--- src/rtl/mem_slot_arbiter_pkg.sv ---
`default_nettype none
// ============================================================================
//  Module   : mem_slot_arbiter_pkg
//  Purpose  : Shared grant indices, slot phase codes and round-robin pointer
//             type for the memory slot arbiter.
//  Revision : 1.0 - initial release
// ============================================================================
package mem_slot_arbiter_pkg;

    localparam int G_VID = 0;
    localparam int G_DSP = 1;
    localparam int G_BLT = 2;
    localparam int G_CPU = 3;

    localparam logic [1:0] PH_A = 2'd0;
    localparam logic [1:0] PH_B = 2'd1;
    localparam logic [1:0] PH_C = 2'd2;

    typedef enum logic {
        RR_BLT_NEXT = 1'b0,
        RR_CPU_NEXT = 1'b1
    } rr_ptr_t;

    function automatic logic [3:0] grant_onehot(input int idx);
        logic [3:0] v;
        v      = 4'b0000;
        v[idx] = 1'b1;
        return v;
    endfunction

endpackage
`default_nettype wire

--- src/rtl/mem_slot_arbiter_if.sv ---
`default_nettype none
// ============================================================================
//  Module   : mem_slot_arbiter_if
//  Purpose  : Requester/arbiter bundle: level requests in, one-tick acks,
//             one-hot slot grant and phase status out.
//  Revision : 1.0 - initial release
// ============================================================================
interface mem_slot_arbiter_if;
    logic       VIDREQ;
    logic       DSPREQ;
    logic       BLTREQ;
    logic       BLTLOCK;
    logic       CPUREQ;
    logic       VIDACK;
    logic       DSPACK;
    logic       BLTACK;
    logic       CPUACK;
    logic [3:0] GNT;
    logic [1:0] PHASE;
    logic       CYCSTART;
    logic       BUSY;

    modport slave (
        input  VIDREQ, DSPREQ, BLTREQ, BLTLOCK, CPUREQ,
        output VIDACK, DSPACK, BLTACK, CPUACK, GNT, PHASE, CYCSTART, BUSY
    );

    modport master (
        output VIDREQ, DSPREQ, BLTREQ, BLTLOCK, CPUREQ,
        input  VIDACK, DSPACK, BLTACK, CPUACK, GNT, PHASE, CYCSTART, BUSY
    );
endinterface
`default_nettype wire

--- src/rtl/mem_slot_arbiter_slot_phase_counter.sv ---
`default_nettype none
// ============================================================================
//  Module   : slot_phase_counter
//  Purpose  : Mod-3 slot phase counter with slot-start and arbitrate strobes.
//  Revision : 1.0 - initial release
// ============================================================================
module slot_phase_counter
    import mem_slot_arbiter_pkg::*;
(
    input  wire logic       clk,
    input  wire logic       rst,
    output logic [1:0]      o_phase,
    output logic            o_cycstart,
    output logic            o_arb
);
    logic [1:0] phase_q;
    logic [1:0] phase_d;

    always_comb begin
        phase_d = phase_q + 2'd1;
        if (phase_q == PH_C) begin
            phase_d = PH_A;
        end
    end

    always_ff @(posedge clk or posedge rst) begin
        if (rst) begin
            phase_q <= PH_A;
        end else begin
            phase_q <= phase_d;
        end
    end

    assign o_phase    = phase_q;
    assign o_cycstart = (phase_q == PH_A);
    assign o_arb      = (phase_q == PH_C);
endmodule
`default_nettype wire

--- src/rtl/mem_slot_arbiter.sv ---
`default_nettype none
// ============================================================================
//  Module   : mem_slot_arbiter
//  Purpose  : Per-slot owner selection for VID/DSP/BLT/CPU with a BLT/CPU
//             round robin, bounded blitter burst lock and one-tick acks.
//  Revision : 1.0 - initial release
// ============================================================================
module mem_slot_arbiter
    import mem_slot_arbiter_pkg::*;
#(
    parameter int MAXBURST = 4,
    parameter int BCW      = 4
) (
    input  wire logic          MCK,
    input  wire logic          RESET,
    mem_slot_arbiter_if.slave  bus
);
    localparam logic [BCW-1:0] C_BURST_LIM = BCW'(MAXBURST - 1);

    logic [1:0]     w_phase;
    logic           w_cycstart;
    logic           w_arb;
    logic [3:0]     w_req;
    logic [3:0]     w_win;
    logic           w_retain;
    rr_ptr_t        w_rr_win;

    logic [3:0]     gnt_q,   gnt_d;
    logic [3:0]     ack_q,   ack_d;
    rr_ptr_t        rr_q,    rr_d;
    logic [BCW-1:0] burst_q, burst_d;

    slot_phase_counter u_phase (
        .clk        (MCK),
        .rst        (RESET),
        .o_phase    (w_phase),
        .o_cycstart (w_cycstart),
        .o_arb      (w_arb)
    );

    assign w_req = {bus.CPUREQ, bus.BLTREQ, bus.DSPREQ, bus.VIDREQ};

    // Winner proposal; only committed on the PHASE==2 edge.
    always_comb begin
        w_win    = 4'b0000;
        w_rr_win = rr_q;
        w_retain = gnt_q[G_BLT] & bus.BLTLOCK & w_req[G_BLT] & (burst_q < C_BURST_LIM);
        if (w_req[G_VID]) begin
            w_win = grant_onehot(G_VID);
        end else if (w_retain) begin
            w_win = grant_onehot(G_BLT);
        end else if (w_req[G_DSP]) begin
            w_win = grant_onehot(G_DSP);
        end else if (w_req[G_BLT] && (!w_req[G_CPU] || rr_q == RR_BLT_NEXT)) begin
            w_win    = grant_onehot(G_BLT);
            w_rr_win = RR_CPU_NEXT;
        end else if (w_req[G_CPU]) begin
            w_win    = grant_onehot(G_CPU);
            w_rr_win = RR_BLT_NEXT;
        end
    end

    always_comb begin
        gnt_d   = gnt_q;
        rr_d    = rr_q;
        burst_d = burst_q;
        ack_d   = gnt_q & w_req & {4{w_arb}};
        if (w_arb) begin
            gnt_d = w_win;
            rr_d  = w_rr_win;
            // Counts slots BLT holds beyond its first; saturation ends a lock.
            if (w_win[G_BLT] && gnt_q[G_BLT]) begin
                if (burst_q < C_BURST_LIM) begin
                    burst_d = burst_q + BCW'(1);
                end
            end else begin
                burst_d = '0;
            end
        end
    end

    always_ff @(posedge MCK or posedge RESET) begin
        if (RESET) begin
            gnt_q   <= 4'b0000;
            ack_q   <= 4'b0000;
            rr_q    <= RR_CPU_NEXT;
            burst_q <= '0;
        end else begin
            gnt_q   <= gnt_d;
            ack_q   <= ack_d;
            rr_q    <= rr_d;
            burst_q <= burst_d;
        end
    end

    assign bus.GNT      = gnt_q;
    assign bus.VIDACK   = ack_q[G_VID];
    assign bus.DSPACK   = ack_q[G_DSP];
    assign bus.BLTACK   = ack_q[G_BLT];
    assign bus.CPUACK   = ack_q[G_CPU];
    assign bus.PHASE    = w_phase;
    assign bus.CYCSTART = w_cycstart;
    assign bus.BUSY     = |gnt_q;
endmodule
`default_nettype wire

--- src/flat_wrapper.sv ---
// flat-port wrapper written by rule: the top's interface ports become plain ports
module mem_slot_arbiter_flat import mem_slot_arbiter_pkg::*;
#(
    parameter int MAXBURST = 4,
    parameter int BCW      = 4
)
  (MCK, RESET, bus_VIDREQ, bus_DSPREQ, bus_BLTREQ, bus_BLTLOCK, bus_CPUREQ, bus_VIDACK, bus_DSPACK, bus_BLTACK, bus_CPUACK, bus_GNT, bus_PHASE, bus_CYCSTART, bus_BUSY);
  mem_slot_arbiter_if bus_i ();
  input  wire logic MCK;
  input  wire logic RESET;
  input wire logic [$bits(bus_i.VIDREQ)-1:0] bus_VIDREQ;
  input wire logic [$bits(bus_i.DSPREQ)-1:0] bus_DSPREQ;
  input wire logic [$bits(bus_i.BLTREQ)-1:0] bus_BLTREQ;
  input wire logic [$bits(bus_i.BLTLOCK)-1:0] bus_BLTLOCK;
  input wire logic [$bits(bus_i.CPUREQ)-1:0] bus_CPUREQ;
  output wire logic [$bits(bus_i.VIDACK)-1:0] bus_VIDACK;
  output wire logic [$bits(bus_i.DSPACK)-1:0] bus_DSPACK;
  output wire logic [$bits(bus_i.BLTACK)-1:0] bus_BLTACK;
  output wire logic [$bits(bus_i.CPUACK)-1:0] bus_CPUACK;
  output wire logic [$bits(bus_i.GNT)-1:0] bus_GNT;
  output wire logic [$bits(bus_i.PHASE)-1:0] bus_PHASE;
  output wire logic [$bits(bus_i.CYCSTART)-1:0] bus_CYCSTART;
  output wire logic [$bits(bus_i.BUSY)-1:0] bus_BUSY;
  assign bus_i.VIDREQ = bus_VIDREQ;
  assign bus_i.DSPREQ = bus_DSPREQ;
  assign bus_i.BLTREQ = bus_BLTREQ;
  assign bus_i.BLTLOCK = bus_BLTLOCK;
  assign bus_i.CPUREQ = bus_CPUREQ;
  assign bus_VIDACK = bus_i.VIDACK;
  assign bus_DSPACK = bus_i.DSPACK;
  assign bus_BLTACK = bus_i.BLTACK;
  assign bus_CPUACK = bus_i.CPUACK;
  assign bus_GNT = bus_i.GNT;
  assign bus_PHASE = bus_i.PHASE;
  assign bus_CYCSTART = bus_i.CYCSTART;
  assign bus_BUSY = bus_i.BUSY;
  mem_slot_arbiter #(.MAXBURST(MAXBURST), .BCW(BCW)) u_core (.MCK(MCK), .RESET(RESET), .bus(bus_i));
endmodule
--- config.mk ---
export PLATFORM = sky130hd
export DESIGN_NAME = mem_slot_arbiter_flat
export DESIGN_NICKNAME = d
export VERILOG_FILES = /design/src/rtl/mem_slot_arbiter_pkg.sv /design/src/rtl/mem_slot_arbiter_if.sv /design/src/rtl/mem_slot_arbiter_slot_phase_counter.sv /design/src/rtl/mem_slot_arbiter.sv /design/src/flat_wrapper.sv
export SDC_FILE = /design/constraint.sdc
export NUM_CORES = 1
export LEC_CHECK = 0
export BUFFER_PORTS_ARGS = -buffer_cell sky130_fd_sc_hd__buf_4
export CORE_MARGIN = 2
export CORE_UTILIZATION = 48
export DETAILED_ROUTE_END_ITERATION = 8
export HOLD_SLACK_MARGIN = 0.02
export PLACE_DENSITY = 0.85
export SLEW_MARGIN = 20
export SYNTH_ARGS = -nofsm -noshare
export SYNTH_HDL_FRONTEND = slang
export SYNTH_SLANG_ARGS = --single-unit
--- constraint.sdc ---
create_clock -name MCK -period 2.1 [get_ports MCK]
set_clock_uncertainty 0.2 [all_clocks]
set_input_delay 0.105 -clock MCK [delete_from_list [all_inputs] [get_ports MCK]]
set_output_delay 0.105 -clock MCK [all_outputs]
set_load 0.01 [all_outputs]
# Word level (Yosys, flattened, before mapping)

Cells that the tools add are included.

Register bits after elaboration: 15
Bits in latches: 0
RAM bits: 0
Bits in read-only memories: 0
Input port bits: 7
Output and inout bits: 12
Logic and storage cells: 38
Memories kept: 0

$add $sub $neg: 2
Multiply operators: 0
Divide/modulo/power cells: 0
Magnitude comparators: 1
Eq/ne operators: 2
Shift operators: 0
Muxes and demuxes: 10
Bitwise logic cells: 9
Reductions and logical operators: 9

Operators with widths:

| operator                                            | count |
|---|---|
| 2-to-1 mux 4 bit                                    | 7 |
| AND 4 bit                                           | 2 |
| AND reduction 5 bit                                 | 1 |
| adder 4 x 1 -> 4 bit (second input constant)        | 1 |
| < comparator 4 x 2 -> 1 bit (second input constant) | 1 |
| NOT 1 bit                                           | 4 |
| OR reduction 4 bit                                  | 1 |
| AND 1 bit                                           | 3 |
| adder 2 x 1 -> 2 bit (second input constant)        | 1 |
| equality test 2 bit (second input constant)         | 1 |
| logical AND 1 bit                                   | 2 |
| zero test 2 bit                                     | 1 |
| 2-to-1 mux 1 bit                                    | 2 |
| 2-to-1 mux 2 bit                                    | 1 |
| inequality test 2 bit (second input constant)       | 1 |
| AND reduction 2 bit                                 | 1 |
| nonzero test 2 bit                                  | 1 |
| zero test 1 bit                                     | 1 |
| logical OR 1 bit                                    | 1 |

# Logic depth before layout (Yosys ltp)

Gate-level depths: netlist (run 1).

Word-level depth: 10
Mapped depth: 5
Gate-level depth less buffers: 5

# Hierarchy

From an unflattened synthesis (run 1), not the netlist that was laid out.

Cells, all modules: 54
Area, all modules: 665.6 µm²

By module, submodules not included:

| module             | times used | cells an instance | area an instance (µm²) | sequential area each (µm²) |
|---|---|---|---|---|
| mem_slot_arbiter   | 1          | 48                | 593.1                  | 326.6 |
| slot_phase_counter | 1          | 6                 | 72.6                   | 50.0 |

# Worst setup path after synthesis (run 1)

No wires, ideal clock.

Path kind: reg2reg
From: register u_core.burst_q[0]
To: register u_core.burst_q[0]
Setup time: 126 ps
Arrival time: 1372 ps
Data required time: 1774 ps
Path slack: 402 ps
Stages on the path, launching flop included: 6
Path buffers: 0
Period minus slack after synthesis: 1698 ps
Cells stage by stage: dfrtp_1 ha_1 or3_1 a41o_1 nand2_1 o41ai_2

Word-level cells in the longest chain between the ends: 7
Elaborated cells between the ends (all ways): 10
Those cells by class: 1 x add/sub; 1 x order compare; 1 x eq/ne; 4 x mux; 1 x bitwise; 2 x reduce/logical

Ends and longest elaborated chain:

| element                                | line                                           | text |
|---|---|---|
| from (decl)                            | mem_slot_arbiter.sv:31                         | `logic [BCW-1:0] burst_q, burst_d;` |
| from (signal assigned)                 | mem_slot_arbiter.sv:92                         | `burst_q <= burst_d;` |
| < comparator 4 x 2 -> 1 bit            | mem_slot_arbiter.sv:47, mem_slot_arbiter.sv:73 |  |
| AND 1 bit                              | mem_slot_arbiter.sv:47                         | `w_retain = gnt_q[G_BLT] & bus.BLTLOCK & w_req[G_BLT] & (burst_q < C_BURST_LIM);` |
| 2-to-1 mux 4 bit                       | mem_slot_arbiter.sv:50                         | `end else if (w_retain) begin` |
| 2-to-1 mux 4 bit                       | mem_slot_arbiter.sv:48                         | `if (w_req[G_VID]) begin` |
| logical AND 1 bit                      | mem_slot_arbiter.sv:72                         | `if (w_win[G_BLT] && gnt_q[G_BLT]) begin` |
| inequality test 2 bit (no source line) | --                                             |  |
| AND reduction 2 bit (no source line)   | --                                             |  |

Several ways; a longest one is shown, not always the timed one. The select of a mux whose other input is x is not followed.
A chain may end at the register's enable or synchronous reset.

# Worst setup path in the final report (run 1)

From: register u_core.burst_q[0]
To: register u_core.gnt_q[3] (netlist: u_core.bus.GNT[3])

Word-level cells in the longest chain between the ends: 4

Ends and longest elaborated chain:

| element                     | line                   | text |
|---|---|---|
| < comparator 4 x 2 -> 1 bit | mem_slot_arbiter.sv:47 |  |
| AND 1 bit                   | mem_slot_arbiter.sv:47 |  |
| 2-to-1 mux 4 bit            | mem_slot_arbiter.sv:50 |  |
| 2-to-1 mux 4 bit            | mem_slot_arbiter.sv:48 |  |
| to (signal assigned)        | mem_slot_arbiter.sv:89 | `gnt_q <= gnt_d;` |
| to (decl)                   | mem_slot_arbiter.sv:28 | `logic [3:0] gnt_q, gnt_d;` |

Every way passes these cells.

==> impl_metrics.tcl, run 1 <==
set metrics [dict create \
    timing.final.crit_share 0.961 \
    layout_min_cycle_time_ns 2.02 \
    cap_violations 0 \
    hpwl_um 984 \
    grt_pass1_vias 522 \
    drtPass1Iterations 4 \
    globalplace.congestion 0.802 \
    crit_slowest_cell "dlygate4sd3_1" \
    syn_area_per_cell_um2 11.0 \
    outcome "finished, final reports clean" \
    fp.coreArea_um2 1300 \
    rows 13 \
    hold_viol 0 \
    slew_headroom 0.633 \
    drc 0 \
    ys.flop_type "dfrtp_1" \
    ir_drop_mv 0.408 \
    start_util 0.509 \
    synth-edff-count 0 \
    hold_path.class "in2async" \
    drtIter0Drc 8 \
    grt_start_max_net_pins 16 \
    drt_wl_total_mm 1.48 \
    ys_types 28 \
    slew_viol_final 0 \
    powerDensity_nw_per_um2 585 \
    die_w_um 41.1 \
    cts_buffers 3 \
    yosysSeqAreaShare 0.569 \
    slowest_delay_ns 0.55 \
    p_leak_nw 0.467 \
    finalSetupViolations 0 \
    worst-path-buf-inv 1 \
    n_antenna_cell 0 \
    worst_pin_slew_ns 0.550 \
    required_ns 2.07 \
    syn_nets 68 \
    total_power_uw 539 \
    htree_levels 1 \
    grt_pass1_wl_mm 2.32 \
    die_area_um2 1690 \
    root_buffer "clkbuf_4" \
    yosysWarnings 0 \
    syn_area_um2 662 \
    crit_path_start_kind "flip-flop" \
    clock-sinks 15 \
    syn2layout_area_growth_pct 39.3 \
    portBuffers 18 \
    cts_buffer_depth 2 \
    die_h_um 41.1 \
    clock_latency_ns 0.29 \
    async_flop_share 1.00 \
    crit_family "buffers and inverters" \
    gr-total-overflow 0 \
    synth_cells 60 \
    antenna_found_initial 0 \
    r2r_slack_ns 0.08 \
    tns_ns 0 \
    drive_above_1_share 0.311 \
    critical_path_class "reg2reg" \
    path_max_fanout 5 \
    grt_util_all_layers 0.219 \
    crit_chain "ha_1 > nor3_4 > nand3_2 > nand4_1 > o21ai_0 > dlygate4sd3_1" \
    cp-end-kind "flip-flop" \
    cts_tree "built" \
    max_freq_mhz 495 \
    route.vias.total 556 \
    rsz0062_at_grt "false" \
    drtAntennaViolNets 0 \
    num_io_pins 19 \
    wl_per_cell_um 14.1 \
    critPathArrivalTime_ns 1.99 \
    synth_seq_cells 15 \
    cts-resized-gates 0 \
    vias_per_cell 5.30 \
    fin_util 0.709 \
    fin_nets 99 \
    cts.clk_slew.worst_paths_ns 0.09 \
]
==> layout by cell type (no fill, tap or decap), types with 2 or more instances in the layout <==
cell type,count
clkbuf_4,3
nor2_1,3
buf_4,20
a21boi_0,2
nand2_1,11
dlygate4sd3_1,7
dfrtp_1,14
nand4_1,2
and3_1,3
o21ai_0,2
nor2b_1,3
==> Yosys cell counts (2+ instances only) <==
library cell | instances | area share
nand4_1 | 2 | 0.019
nor2b_1 | 3 | 0.028
o21ai_0 | 2 | 0.015
and3_1 | 3 | 0.028
dfrtp_1 | 14 | 0.53
a21boi_0 | 2 | 0.023
nand2_1 | 11 | 0.062
nor2_1 | 3 | 0.017
==> where the power goes <==
group          total, mW  internal (mW)  switching [mW]
combinational     0.0634         0.0330          0.0304
clock              0.167         0.0739          0.0931
sequential         0.309          0.301         0.00812
==> path summary, 6_finish.rpt <==
kind,end,cells after the start,startpoint
min reg2reg,u_core.burst_q[1]$_DFFE_PP0P_,2,u_core.burst_q[1]$_DFFE_PP0P_
max,u_core.bus.GNT[3]$_DFFE_PP0P_,6,u_core.burst_q[0]$_DFFE_PP0P_
max in group asynchronous,u_core.rr_q$_DFFE_PP1P_,3,RESET
min in group MCK,u_core.burst_q[1]$_DFFE_PP0P_,2,u_core.burst_q[1]$_DFFE_PP0P_
max reg2reg,u_core.bus.GNT[3]$_DFFE_PP0P_,6,u_core.burst_q[0]$_DFFE_PP0P_
min,u_core.ack_q[3]$_DFF_PP0_,3,RESET
==> sequential cells by signal, summed over array words and instances (netlist names) <==
register	count
u_core.bus.GNT	4
u_core.rr_q	1
u_core.u_phase.o_phase	2
u_core.ack_q	4
u_core.burst_q	4
==> cells by family (layout without fill, tap and decap cells) <==
logic type	count (synthesis)	after routing	share of synthesized area
buffers and inverters	2	32	0.0132
DFF	15	15	0.569
AOI/OAI and AO/OA	10	10	0.119
adders and majority gates	1	1	0.0189
and+or+nand+nor	32	32	0.280
==> per-layer routing <==
metal	up-vias	part of all wire	track usage
met5	-	0	0
li1	276	-	-
met4	0	0.015	0.0968
met3	2	0.040	0.0489
met2	13	0.50	0.367
met1	265	0.44	0.266
==> repair_timing <==
| action | in CTS | in global routing |
|---|---|---|
| endpoints found under the hold margin | 26 | 0 |
| setup buffers | 0 | 1 |
| hold buffers | 7 | 0 |
| setup endpoints to repair | 0 | 1 |
==> layout make-up <==
class	count	area, um^2
clock buffer	4	26.3
fill	100	379
inverter	1	3.75
multi-input combinational	43	277
sequential	15	377
tap	15	18.8
timing repair buffer	27	220
==> worst min-delay path: stages <==
cell           delay [ns]
dlygate4sd3_1        0.54
buf_4                0.13
inv_1                0.40
==> per-stage QoR <==
step / hold slack [ns] / cell area, um^2 / instances / worst slack (ns)
floorplan: -0.194 / 662 / 60 / 0.402
global placement: -0.0155 / 818 / 93 / 0.354
detailed placement: -0.00391 / 818 / 93 / 0.322
CTS: 0.248 / 915 / 104 / 0.0600
global route: 0.291 / 922 / 105 / 0.0167
finish: 0.215 / 922 / 105 / 0.0815
(Power assumes the default switching activity.)
==> run 2, diff against run 1 <==
Settings changed: ABC_AREA set to 1.
==> impl_metrics.tcl, run 2 <==
set metrics [dict create \
    num_io_pins 19 \
    cts.clk_slew.worst_paths_ns 0.09 \
    final_cell_mix "buf_4 (18), nand2_1 (15), inv_1 (14), dfrtp_1 (14), nor2_1 (9)" \
    required_ns 2.11 \
    netlist.area_leader.share 0.542 \
    syn_area_um2 647 \
    critPathArrivalTime_ns 2.00 \
    worstSetupEndpoint "u_core.bus.GNT[1]$_DFFE_PP0P_" \
    dp.cells 107 \
    route.vias.total 586 \
    synth_mux_area_frac 0 \
    globalplace.congestion 0.769 \
    syn_area_per_cell_um2 8.74 \
    yosysSeqAreaShare 0.582 \
    rsz0062_at_grt "false" \
    finalInstanceArea_um2 888 \
    grt_pass1_wl_mm 2.17 \
    synth_cells 74 \
    total_power_uw 529 \
    synth.most_common_cell "nand2_1" \
    vias_per_cell 5.01 \
    outcome "finished, final reports clean" \
    yosysWarnings 0 \
    powerDensity_nw_per_um2 596 \
    final_cells 117 \
    cp-end-kind "flip-flop" \
    synth_top_family_by_area "simple AND/OR/NAND/NOR gates" \
    drtPass1Iterations 4 \
    timing.final.crit_share 0.946 \
    die_h_um 40.7 \
    slew_viol_final 0 \
    max_freq_mhz 504 \
    r2r_slack_ns 0.11 \
    cap_violations 0 \
    slew_headroom 0.630 \
    n_antenna_cell 0 \
    start_util 0.503 \
    hpwl_um 968 \
    grt_pass1_vias 532 \
    fp.coreArea_um2 1280 \
    clock_latency_ns 0.28 \
    nFillCells 105 \
    syn2layout_area_growth_pct 37.3 \
    syn_nets 82 \
    critical_path_class "reg2reg" \
    cts_hold_buf 6 \
    clock-sinks 15 \
    drt_wl_total_mm 1.39 \
    die_area_um2 1660 \
    portBuffers 18 \
    rows 13 \
    wl_per_cell_um 11.9 \
    synth_seq_cells 15 \
    r2r_cells 6 \
    synth-edff-count 0 \
    yosysTopAreaCell "dfrtp_1" \
    drc 0 \
    synthTopCellsByCount "nand2_1 (15), dfrtp_1 (14), inv_1 (14), nor2_1 (9), nand3_1 (5)" \
    fin_nets 111 \
    ys.flop_type "dfrtp_1" \
    cp-startpoint "u_core.bus.GNT[2]$_DFFE_PP0P_" \
    hold_path.class "in2reg" \
    drtIter0Drc 19 \
    cts_buffer_depth 2 \
    path_max_fanout 8 \
    cts_tree "built" \
    ir_drop_mv 0.485 \
    synth_compound_area_frac 0.0696 \
    placed_area_um2 801 \
    drive_above_1_share 0.255 \
    p_leak_nw 0.493 \
    post_cts_buffers 0 \
    worst_pin_slew_ns 0.555 \
    cts_buffers 3 \
    tns_ns 0 \
    synthAdderAreaFrac 0.0193 \
    finalSetupViolations 0 \
    grt_start_max_net_pins 16 \
    hold_viol 0 \
    gr-total-overflow 0 \
    die_w_um 40.7 \
    synth_area_leaders "dfrtp_1 (54%), nand2_1 (8.7%), inv_1 (8.1%), nor2_1 (5.2%), dfstp_2 (4.1%)" \
    reg2reg_from "u_core.bus.GNT[2]$_DFFE_PP0P_" \
    crit_path_start_kind "flip-flop" \
    cts-resized-gates 0 \
    root_buffer "clkbuf_4" \
    grt_util_all_layers 0.208 \
    drtAntennaViolNets 0 \
    synthXorXnorAreaFrac 0 \
    htree_levels 1 \
    r2r-end "u_core.bus.GNT[1]$_DFFE_PP0P_" \
    async_flop_share 1.00 \
    synth-simple-area-share 0.248 \
    antenna_found_initial 0 \
    layout_min_cycle_time_ns 1.99 \
    final_common_cell "buf_4" \
    ys_types 15 \
]
run 2: where the power goes:
group | total, mW | internal [mW] | switching, mW
clock | 0.165 | 0.0708 | 0.0945
sequential | 0.305 | 0.299 | 0.00658
combinational | 0.0589 | 0.0281 | 0.0308
run 2: worst min-delay path by stage:
stage / start / endpoint / cells past startpoint
2_1_floorplan: RESET / u_core.ack_q[0]$_DFF_PP0_ / 1
3_3_place_gp: RESET / u_core.ack_q[3]$_DFF_PP0_ / 2
3_5_place_dp: RESET / u_core.ack_q[2]$_DFF_PP0_ / 2
4_1_cts: bus_BLTLOCK / u_core.bus.GNT[2]$_DFFE_PP0P_ / 5
5_1_grt: bus_BLTLOCK / u_core.bus.GNT[2]$_DFFE_PP0P_ / 5
6_report: bus_BLTLOCK / u_core.bus.GNT[2]$_DFFE_PP0P_ / 5
run 2: cell type report:
type	count	area (um^2)	area share
clock buffers	3	22.5	0.0254
clock inverters	1	5.00	0.00563
inverters	14	52.6	0.0592
multi-input cells	45	218	0.245
flip-flops and latches	15	377	0.424
well taps	15	18.8	0.0211
repair buffers	24	195	0.220
run 2: layer usage:
metal	GRT usage	vias up	wire, um
met1	0.234	267	585
met2	0.365	28	704
li1	-	289	-
met3	0.0489	2	89
met5	0	-	0
met4	0.100	0	10
run 2: logic make-up (layout without fill, tap and decap cells):
| group | Yosys count | count (layout) |
|---|---|---|
| and+or+nand+nor | 36 | 36 |
| buffers and inverters | 14 | 42 |
| adders and majority gates | 1 | 1 |
| AOI/OAI and AO/OA | 8 | 8 |
| DFF | 15 | 15 |
run 2: critical path, cell delays in order (launching register included):
cell and delay (ns):
dfrtp_1 0.50, nand3_2 0.12, inv_1 0.05, a31oi_1 0.27, nand3_1 0.11, dlygate4sd3_1 0.58, o21ai_0 0.08
run 2: through the flow:
step,setup slack [ns],hold slack [ns],utilization
final,0.114,0.0304,0.691
after floorplan,0.721,-0.194,-
after global placement,0.662,-0.0207,0.623
after detailed placement,0.602,-0.00685,0.623
after global routing,0.0991,0.0398,0.691
after CTS,0.173,0.0243,0.691
